$ cat config.mk
export PLATFORM = sky130hd
export DESIGN_NAME = kmkz_ahb_arbiter
export DESIGN_NICKNAME = d
export VERILOG_FILES = /design/src/rtl/kmkz_ahb_arbiter.sv
export SDC_FILE = /design/constraint.sdc
export NUM_CORES = 1
export LEC_CHECK = 0
export CAP_MARGIN = 20
export CELL_PAD_IN_SITES_DETAIL_PLACEMENT = 1
export CELL_PAD_IN_SITES_GLOBAL_PLACEMENT = 1
export CORE_MARGIN = 1.5
export CORE_UTILIZATION = 28
export DETAILED_ROUTE_END_ITERATION = 10
export GPL_TIMING_DRIVEN = 1
export PLACE_DENSITY = 0.92
export REMOVE_ABC_BUFFERS = 1
export SYNTH_ARGS = -nofsm -noshare
export SYNTH_HDL_FRONTEND = slang
export SYNTH_SLANG_ARGS = --single-unit
export TNS_END_PERCENT = 5
$ cat constraint.sdc
create_clock -name CLK -period 2.5 [get_ports CLK]
set_input_delay 0.25 -clock CLK [delete_from_list [all_inputs] [get_ports CLK]]
set_output_delay 0.25 -clock CLK [all_outputs]
set_load 0.02 [all_outputs]
$ cat src/rtl/kmkz_ahb_arbiter.sv
// kmkz_ahb_arbiter
//   Two-master (I = instruction, D = data) to one-slave AHB-lite arbiter.
//   Single transfers only. A losing master's address phase is captured and
//   replayed later, and the master is stalled through its own HREADY.
//   Optional build macro KMKZ_AHB_ARB_PERF_EN adds PERF_WAIT_I / PERF_WAIT_D
//   wait-cycle counters.
module kmkz_ahb_arbiter #(
  parameter int STARVE_LIMIT = 4
) (
  input  logic        CLK,
  input  logic        nRST,
  input  logic [31:0] I_HADDR,
  input  logic [1:0]  I_HTRANS,
  input  logic [2:0]  I_HSIZE,
  input  logic [3:0]  I_HPROT,
  input  logic        I_HWRITE,
  input  logic        I_HMASTLOCK,
  input  logic [31:0] I_HWDATA,
  output logic [31:0] I_HRDATA,
  output logic        I_HREADY,
  output logic        I_HRESP,
  input  logic [31:0] D_HADDR,
  input  logic [1:0]  D_HTRANS,
  input  logic [2:0]  D_HSIZE,
  input  logic [3:0]  D_HPROT,
  input  logic        D_HWRITE,
  input  logic        D_HMASTLOCK,
  input  logic [31:0] D_HWDATA,
  output logic [31:0] D_HRDATA,
  output logic        D_HREADY,
  output logic        D_HRESP,
  output logic [31:0] S_HADDR,
  output logic [1:0]  S_HTRANS,
  output logic [2:0]  S_HSIZE,
  output logic [3:0]  S_HPROT,
  output logic        S_HWRITE,
  output logic        S_HMASTLOCK,
  output logic [2:0]  S_HBURST,
  output logic [31:0] S_HWDATA,
  input  logic [31:0] S_HRDATA,
  input  logic        S_HREADY,
  input  logic        S_HRESP
`ifdef KMKZ_AHB_ARB_PERF_EN
  ,
  output logic [31:0] PERF_WAIT_I,
  output logic [31:0] PERF_WAIT_D
`endif
);

  localparam int STV_W = (STARVE_LIMIT > 0) ? $clog2(STARVE_LIMIT + 1) : 1;
  localparam logic [STV_W-1:0] STV_MAX = STV_W'(STARVE_LIMIT);

  typedef enum logic [1:0] {
    OWN_NONE = 2'b00,
    OWN_I    = 2'b01,
    OWN_D    = 2'b10
  } own_t;

  typedef struct packed {
    logic [31:0] haddr;
    logic [2:0]  hsize;
    logic [3:0]  hprot;
    logic        hwrite;
    logic        hlock;
  } addr_ph_t;

  own_t             down_r;
  own_t             down_nxt_s;
  logic             pend_i_r;
  logic             pend_d_r;
  addr_ph_t         i_cap_r;
  addr_ph_t         d_cap_r;
  logic [STV_W-1:0] stv_cnt_r;

  addr_ph_t i_in_s;
  addr_ph_t d_in_s;
  addr_ph_t i_ph_s;
  addr_ph_t d_ph_s;
  addr_ph_t out_ph_s;
  logic     i_hready_s;
  logic     d_hready_s;
  logic     i_live_s;
  logic     d_live_s;
  logic     i_cand_s;
  logic     d_cand_s;
  logic     grant_i_s;
  logic     grant_d_s;
  logic     starve_hit_s;
  logic     unused_s;

  // Bit 0 of HTRANS is ignored: SEQ is handled exactly like NONSEQ.
  assign unused_s = ^{I_HTRANS[0], D_HTRANS[0]};

  assign i_in_s = '{haddr: I_HADDR, hsize: I_HSIZE, hprot: I_HPROT,
                    hwrite: I_HWRITE, hlock: I_HMASTLOCK};
  assign d_in_s = '{haddr: D_HADDR, hsize: D_HSIZE, hprot: D_HPROT,
                    hwrite: D_HWRITE, hlock: D_HMASTLOCK};

  // Per-master ready and response: the data-phase owner sees the slave, a
  // master with a pending replay is stalled, anyone else is free to issue.
  always_comb begin
    i_hready_s = 1'b1;
    d_hready_s = 1'b1;
    I_HRESP    = 1'b0;
    D_HRESP    = 1'b0;
    if (down_r == OWN_I) begin
      i_hready_s = S_HREADY;
      I_HRESP    = S_HRESP;
    end else begin
      i_hready_s = ~pend_i_r;
    end
    if (down_r == OWN_D) begin
      d_hready_s = S_HREADY;
      D_HRESP    = S_HRESP;
    end else begin
      d_hready_s = ~pend_d_r;
    end
  end

  assign I_HREADY = i_hready_s;
  assign D_HREADY = d_hready_s;
  assign I_HRDATA = S_HRDATA;
  assign D_HRDATA = S_HRDATA;
  assign S_HBURST = 3'b000;

  // Arbitration: D wins ties unless I has waited through STARVE_LIMIT D grants.
  always_comb begin
    i_live_s     = I_HTRANS[1] & i_hready_s & nRST;
    d_live_s     = D_HTRANS[1] & d_hready_s & nRST;
    i_cand_s     = pend_i_r | i_live_s;
    d_cand_s     = pend_d_r | d_live_s;
    starve_hit_s = (STARVE_LIMIT != 0) && (stv_cnt_r == STV_MAX);
    grant_i_s    = 1'b0;
    grant_d_s    = 1'b0;
    if (S_HREADY && nRST) begin
      if (i_cand_s && d_cand_s) begin
        if (starve_hit_s) begin
          grant_i_s = 1'b1;
        end else begin
          grant_d_s = 1'b1;
        end
      end else if (i_cand_s) begin
        grant_i_s = 1'b1;
      end else if (d_cand_s) begin
        grant_d_s = 1'b1;
      end else begin
        grant_i_s = 1'b0;
      end
    end else begin
      grant_i_s = 1'b0;
    end
  end

  // Slave address phase: the winner's replayed or live fields, else IDLE/zero.
  always_comb begin
    i_ph_s   = pend_i_r ? i_cap_r : i_in_s;
    d_ph_s   = pend_d_r ? d_cap_r : d_in_s;
    out_ph_s = '0;
    S_HTRANS = 2'b00;
    if (grant_i_s) begin
      out_ph_s = i_ph_s;
      S_HTRANS = 2'b10;
    end else if (grant_d_s) begin
      out_ph_s = d_ph_s;
      S_HTRANS = 2'b10;
    end else begin
      out_ph_s = '0;
      S_HTRANS = 2'b00;
    end
  end

  assign S_HADDR     = out_ph_s.haddr;
  assign S_HSIZE     = out_ph_s.hsize;
  assign S_HPROT     = out_ph_s.hprot;
  assign S_HWRITE    = out_ph_s.hwrite;
  assign S_HMASTLOCK = out_ph_s.hlock;

  // Write data follows whichever master owns the current data phase.
  always_comb begin
    case (down_r)
      OWN_I:   S_HWDATA = I_HWDATA;
      OWN_D:   S_HWDATA = D_HWDATA;
      default: S_HWDATA = 32'h0000_0000;
    endcase
  end

  // Next data-phase owner: advances only when the slave completes a phase.
  always_comb begin
    down_nxt_s = down_r;
    if (S_HREADY) begin
      if (grant_i_s) begin
        down_nxt_s = OWN_I;
      end else if (grant_d_s) begin
        down_nxt_s = OWN_D;
      end else begin
        down_nxt_s = OWN_NONE;
      end
    end else begin
      down_nxt_s = down_r;
    end
  end

  // Owner register, pending-request capture and starvation counter.
  always_ff @(posedge CLK or negedge nRST) begin
    if (!nRST) begin
      down_r    <= OWN_NONE;
      pend_i_r  <= 1'b0;
      pend_d_r  <= 1'b0;
      i_cap_r   <= '0;
      d_cap_r   <= '0;
      stv_cnt_r <= '0;
    end else begin
      down_r <= down_nxt_s;
      if (grant_i_s) begin
        pend_i_r <= 1'b0;
      end else if (i_live_s) begin
        pend_i_r <= 1'b1;
        i_cap_r  <= i_in_s;
      end
      if (grant_d_s) begin
        pend_d_r <= 1'b0;
      end else if (d_live_s) begin
        pend_d_r <= 1'b1;
        d_cap_r  <= d_in_s;
      end
      if (grant_d_s && i_cand_s) begin
        if (stv_cnt_r != STV_MAX) begin
          stv_cnt_r <= stv_cnt_r + STV_W'(1);
        end
      end else if (grant_i_s) begin
        stv_cnt_r <= '0;
      end
    end
  end

`ifdef KMKZ_AHB_ARB_PERF_EN
  logic [31:0] perf_wait_i_r;
  logic [31:0] perf_wait_d_r;

  // Saturating count of cycles each master spends with a pending replay.
  always_ff @(posedge CLK or negedge nRST) begin
    if (!nRST) begin
      perf_wait_i_r <= 32'h0000_0000;
      perf_wait_d_r <= 32'h0000_0000;
    end else begin
      if (pend_i_r && (perf_wait_i_r != 32'hFFFF_FFFF)) begin
        perf_wait_i_r <= perf_wait_i_r + 32'd1;
      end
      if (pend_d_r && (perf_wait_d_r != 32'hFFFF_FFFF)) begin
        perf_wait_d_r <= perf_wait_d_r + 32'd1;
      end
    end
  end

  assign PERF_WAIT_I = perf_wait_i_r;
  assign PERF_WAIT_D = perf_wait_d_r;
`endif

endmodule
-- Yosys cells after proc, flatten, opt, wreduce, memory -nomap -nowiden
Cells that the tools add are included.
- register bits: 89
- output and inout bits: 146
- input port bits: 186
- bitwise logic cells: 10
- reductions and logical operators: 9
- mux-type cells: 28
- eq/ne operators: 5
- add/subtract/negate cells: 1
- operator list (kind ; count):
    $mux 41 ; 4
    $pmux 32 s2 ; 1
    $mux 1 ; 17
    $mux 3 ; 3
    $mux 2 ; 3
    $reduce_and 2->1 ; 3
    $reduce_bool 2->1 ; 3
    $and 1x1->1 ; 4
    $not 1->1 ; 4
    $add 3x1->3 const B ; 1
    $eq 3x3->1 const B ; 1
    $logic_and 1x1->1 ; 3
    $ne 3x3->1 const B ; 1
    $eq 2x1->1 const B ; 1
    $eq 2x2->1 const B ; 1
    $ne 2x1->1 const B ; 1
    $or 1x1->1 ; 2

-- Logic depth before layout (Yosys ltp)
- word-level depth: 12
- mapped depth: 9
- gate-level depth less buffers: 7

-- Worst setup path before layout
Ideal clock, no wire load.
- kind: register to register
- start point: register down_r[1]
- end point: register i_cap_r[21] (netlist bit)
- stages on the path, launching flop included: 8
- path buffers: 2
- library setup time: 128 ps
- arrival time: 1935 ps
- slack: 438 ps
- cells stage by stage: dfrtp_1 inv_1 ha_1 buf_2 mux2i_1 nand4_1 buf_2 mux2_1
- cells in the longest elaborated chain, start to end: 10
- RTL lines (element ; line ; source):
    start, declared ; 67 ; own_t down_r;
    start signal, assigned ; 213 ; down_r <= down_nxt_s;
    $eq 2x1->1 * ; 106 ; if (down_r == OWN_I) begin
    $mux 1 * ; 106 ;
    via I_HREADY ; 20 ; output logic I_HREADY,
    $and 1x1->1 * (2 in a row) ; 128 ; i_live_s = I_HTRANS[1] & i_hready_s & nRST;
    $or 1x1->1 ; 130 ; i_cand_s = pend_i_r | i_live_s;
    $mux 1 / $logic_and 1x1->1 (equally long branches) ; 142, 136 ;
    $mux 1 ; 136 ; if (i_cand_s && d_cand_s) begin
    $mux 1 ; 135 ; if (S_HREADY && nRST) begin
    $not 1->1 (no line) ; n/a ;
    $reduce_and 2->1 (no line) * ; n/a ;
    end signal, assigned ; 218 ; i_cap_r <= i_in_s;
    end, declared ; 71 ; addr_ph_t i_cap_r;
The timed path passes the listed nets; every way through them passes the cells marked *.
A chain may end at the register's enable or synchronous reset.

-- Worst setup path in the final report
- start point: register down_r[1]
- end point: output S_HADDR[6]
- cells in the longest elaborated chain, start to end: 11
- RTL lines (element ; line ; source):
    $eq 2x2->1 ; 112 ; if (down_r == OWN_D) begin
    $mux 1 ; 112 ;
    $and 1x1->1 (2 in a row) ; 129 ; d_live_s = D_HTRANS[1] & d_hready_s & nRST;
    $or 1x1->1 ; 131 ; d_cand_s = pend_d_r | d_live_s;
    $mux 1 ; 144 ; end else if (d_cand_s) begin
    $mux 1 ; 142 ; end else if (i_cand_s) begin
    $mux 1 ; 136 ;
    $mux 1 ; 135 ;
    $mux 41 ; 163 ; end else if (grant_d_s) begin
    $mux 41 * ; 160 ; if (grant_i_s) begin
    end, declared ; 32 ; output logic [31:0] S_HADDR,
Every way passes the cells marked *; elsewhere a longest branch is shown, timed or not.

==> results.cfg <==
[detailed_routing]
viasPerCell = 5.05
drc_errors = 0
post_drt_wl_per_cell_um = 22.8
antenna_left = 0
routed-via-count = 4729
drtIter0Drc = 103
drtPass1Iterations = 4
wirelength_um = 21300

[grt]
grt.total_usage = 0.204
grt_overflow_total = 0
grt_pass1_vias = 5007
grt_pass1_wl_um = 30400
antenna_found_initial = 0
grt_max_degree = 51

[final_layout]
n_fill_cell = 2155
synthToLayoutAreaGrowth_pct = 44.7
fin_area_um2 = 7980
final_nets = 856
drive_gt1_frac = 0.247
mostFrequentLayoutCells = 171 x clkdlybuf4s50_1, 87 x dfrtp_1, 84 x mux2i_1
multiInputGateArea_um2 = 2640
regArea_um2 = 2230
diodes = 0
final_common_cell = clkdlybuf4s50_1

[floorplanning]
placementRows = 51
dieArea_um2 = 20500
die_w_um = 143
start_util = 0.284
ios = 332
fp.dieH_um = 143
core-area_um2 = 19400

[timing]
hold_viol = 0
rsz0062_at_grt = yes
worst_pin_slew_ns = 0.681
slew_viol_final = 0
timing.fmax_mhz = 411
period_share = 0.974
holdWs_ns = 0.308
finClkSkew_ns = 0.0125
period_needed_ns = 2.44
setup_viol = 0
max_slew_margin = 0.546
fin_ws_ns = 0.0645

[synth]
synth_warnings = 0
ys_ff_latch = 89
synthArstFlopShare = 1.00
synth_area_um2 = 5520
synthDistinctLibCells = 27
ys_seq_area_frac = 0.404
syn_avg_cell_area_um2 = 10.9
yosysTopAreaCell = dfrtp_1
yosysTopAreaCellShare = 0.404
synth_area_leaders = dfrtp_1 40%, mux2_2 16%, mux2i_1 15%
synth_edf_count = 0
synth-main-ff-cell = dfrtp_1
synthCells = 504

[worst_hold_path]
min_path_type = input port to asynchronous set/reset pin

[worst_setup_path]
required_ns = 2.25
worstPathMaxFanout = 35
critPathArrivalTime_ns = 2.19
crit_type = flip-flop to primary output
slowest_stage = dfrtp_1
cp_cell_sequence = inv_1 > ha_1 > nand2b_1 > a31oi_1 > buf_4 > o21bai_4 > buf_12 > o22ai_1 > clkdlybuf4s15_1
max_stage_delay_ns = 0.38
cp-start-kind = flip-flop
worst_setup_path_end_kind = primary output

[placed_design]
portBuffers = 229
post-place-ws_ns = -0.126
gp_congestion = 0.739
dp_hpwl_um = 16100
placed_cell_area_um2 = 7800

[clocking]
numCtsBuffers = 9
clk_pin_slew_ns = 0.06
clkSinkCount = 89
cts_tree = yes
ctsRootBufferMaster = clkbuf_16
clk_latency_ns = 0.35
cts_max_level = 3
cts_buffer_depth = 2

[power]
leakage_nw = 3.66
vdd_ir_drop_max_uv = 450
power.density_nw_per_um2 = 921

[run_status]
outcome = finished, final reports clean

[run]
cap_violations = 0
==> kinds of logic after synthesis <==
| family | count (synthesis) | share of synthesized area |
|---|---|---|
| DFF | 89 | 0.404 |
| buffers and inverters | 110 | 0.123 |
| AOI/OAI and AO/OA | 84 | 0.104 |
| adders and majority gates | 4 | 0.00907 |
| xor gates and xnor gates | 1 | 0.00159 |
| other | 1 | 0.000680 |
| muxes | 166 | 0.320 |
| and+or+nand+nor | 49 | 0.0374 |
==> worst paths after layout <==
check                      slack, ns  cells after the start        from          end
setup reg to reg                0.17                     10   down_r[1]  d_cap_r[27]
min in group CLK                0.49                      1  i_cap_r[7]   i_cap_r[7]
setup / recovery                0.06                      9   down_r[1]   S_HADDR[6]
max in group asynchronous       1.30                      3        nRST     pend_d_r
hold reg to reg                 0.49                      1  i_cap_r[7]   i_cap_r[7]
hold / removal                  0.31                      2        nRST     pend_i_r
==> power breakdown <==
part	switching (mW)	internal [mW]
registers	0.375	2.15
logic	1.63	1.72
clock network	0.601	0.878
total	2.60	4.75
==> critical path: cells and delay by family (launching register included) <==
family | cells | cell delay, ns
buf+inv | 4 | 0.76
flops | 1 | 0.38
compound gates | 3 | 0.38
fa+ha+maj | 1 | 0.22
simple gates | 1 | 0.09
==> state kept, by name, summed over array words and instances, names as in the netlist <==
name and cells:
down_r 2, d_cap_r 41, pend_i_r 1, pend_d_r 1, i_cap_r 41, stv_cnt_r 3
==> final cells by class <==
cell class              instances  area share
clock buffers                   9      0.0282
clock inverters                 7      0.0116
inverters                       5     0.00235
multi-input cells             308       0.331
flip-flops and latches         89       0.279
well taps                     265      0.0415
repair buffers                253       0.306
==> cells in the mapped netlist (all sizes together) (2+ instances only) <==
cell / n
clkbuf: 23
nand2: 3
inv: 5
o22ai: 41
mux2: 82
a31oi: 2
buf: 82
ha: 4
o21ai: 5
nor2: 36
a22oi: 32
mux2i: 84
and2: 3
nand2b: 2
nand3: 2
dfrtp: 89
nand4: 2
o211ai: 2
==> metrics by stage <==
stage / total power [mW] / cells / util / TNS [ns]
3_3_place_gp: 5.88 / 919 / 0.402 / -0.871
6_report: 7.36 / 936 / 0.412 / 0
2_1_floorplan: 4.59 / 402 / - / -230.65
5_1_grt: 7.82 / 936 / 0.412 / -0.158
4_1_cts: 7.49 / 936 / 0.417 / 0
3_5_place_dp: 6.07 / 919 / 0.402 / -2.59
==> routing by layer <==
metal | vias up | global-route usage | share of wire
li1 | 2085 | - | -
met1 | 2346 | 0.228 | 0.40
met2 | 276 | 0.330 | 0.46
met3 | 20 | 0.117 | 0.13
met4 | 2 | 0.0408 | 0.0090
met5 | - | 0.0752 | 0.0040
==> timing repair <==
item                                   CTS  global route
buffers inserted                         0             0
gates resized for setup                 46            90
setup endpoints to repair               74            55
endpoints found under the hold margin    1             0
hold buffers                             1             0
Note: power is estimated with default switching activity, not from simulation.
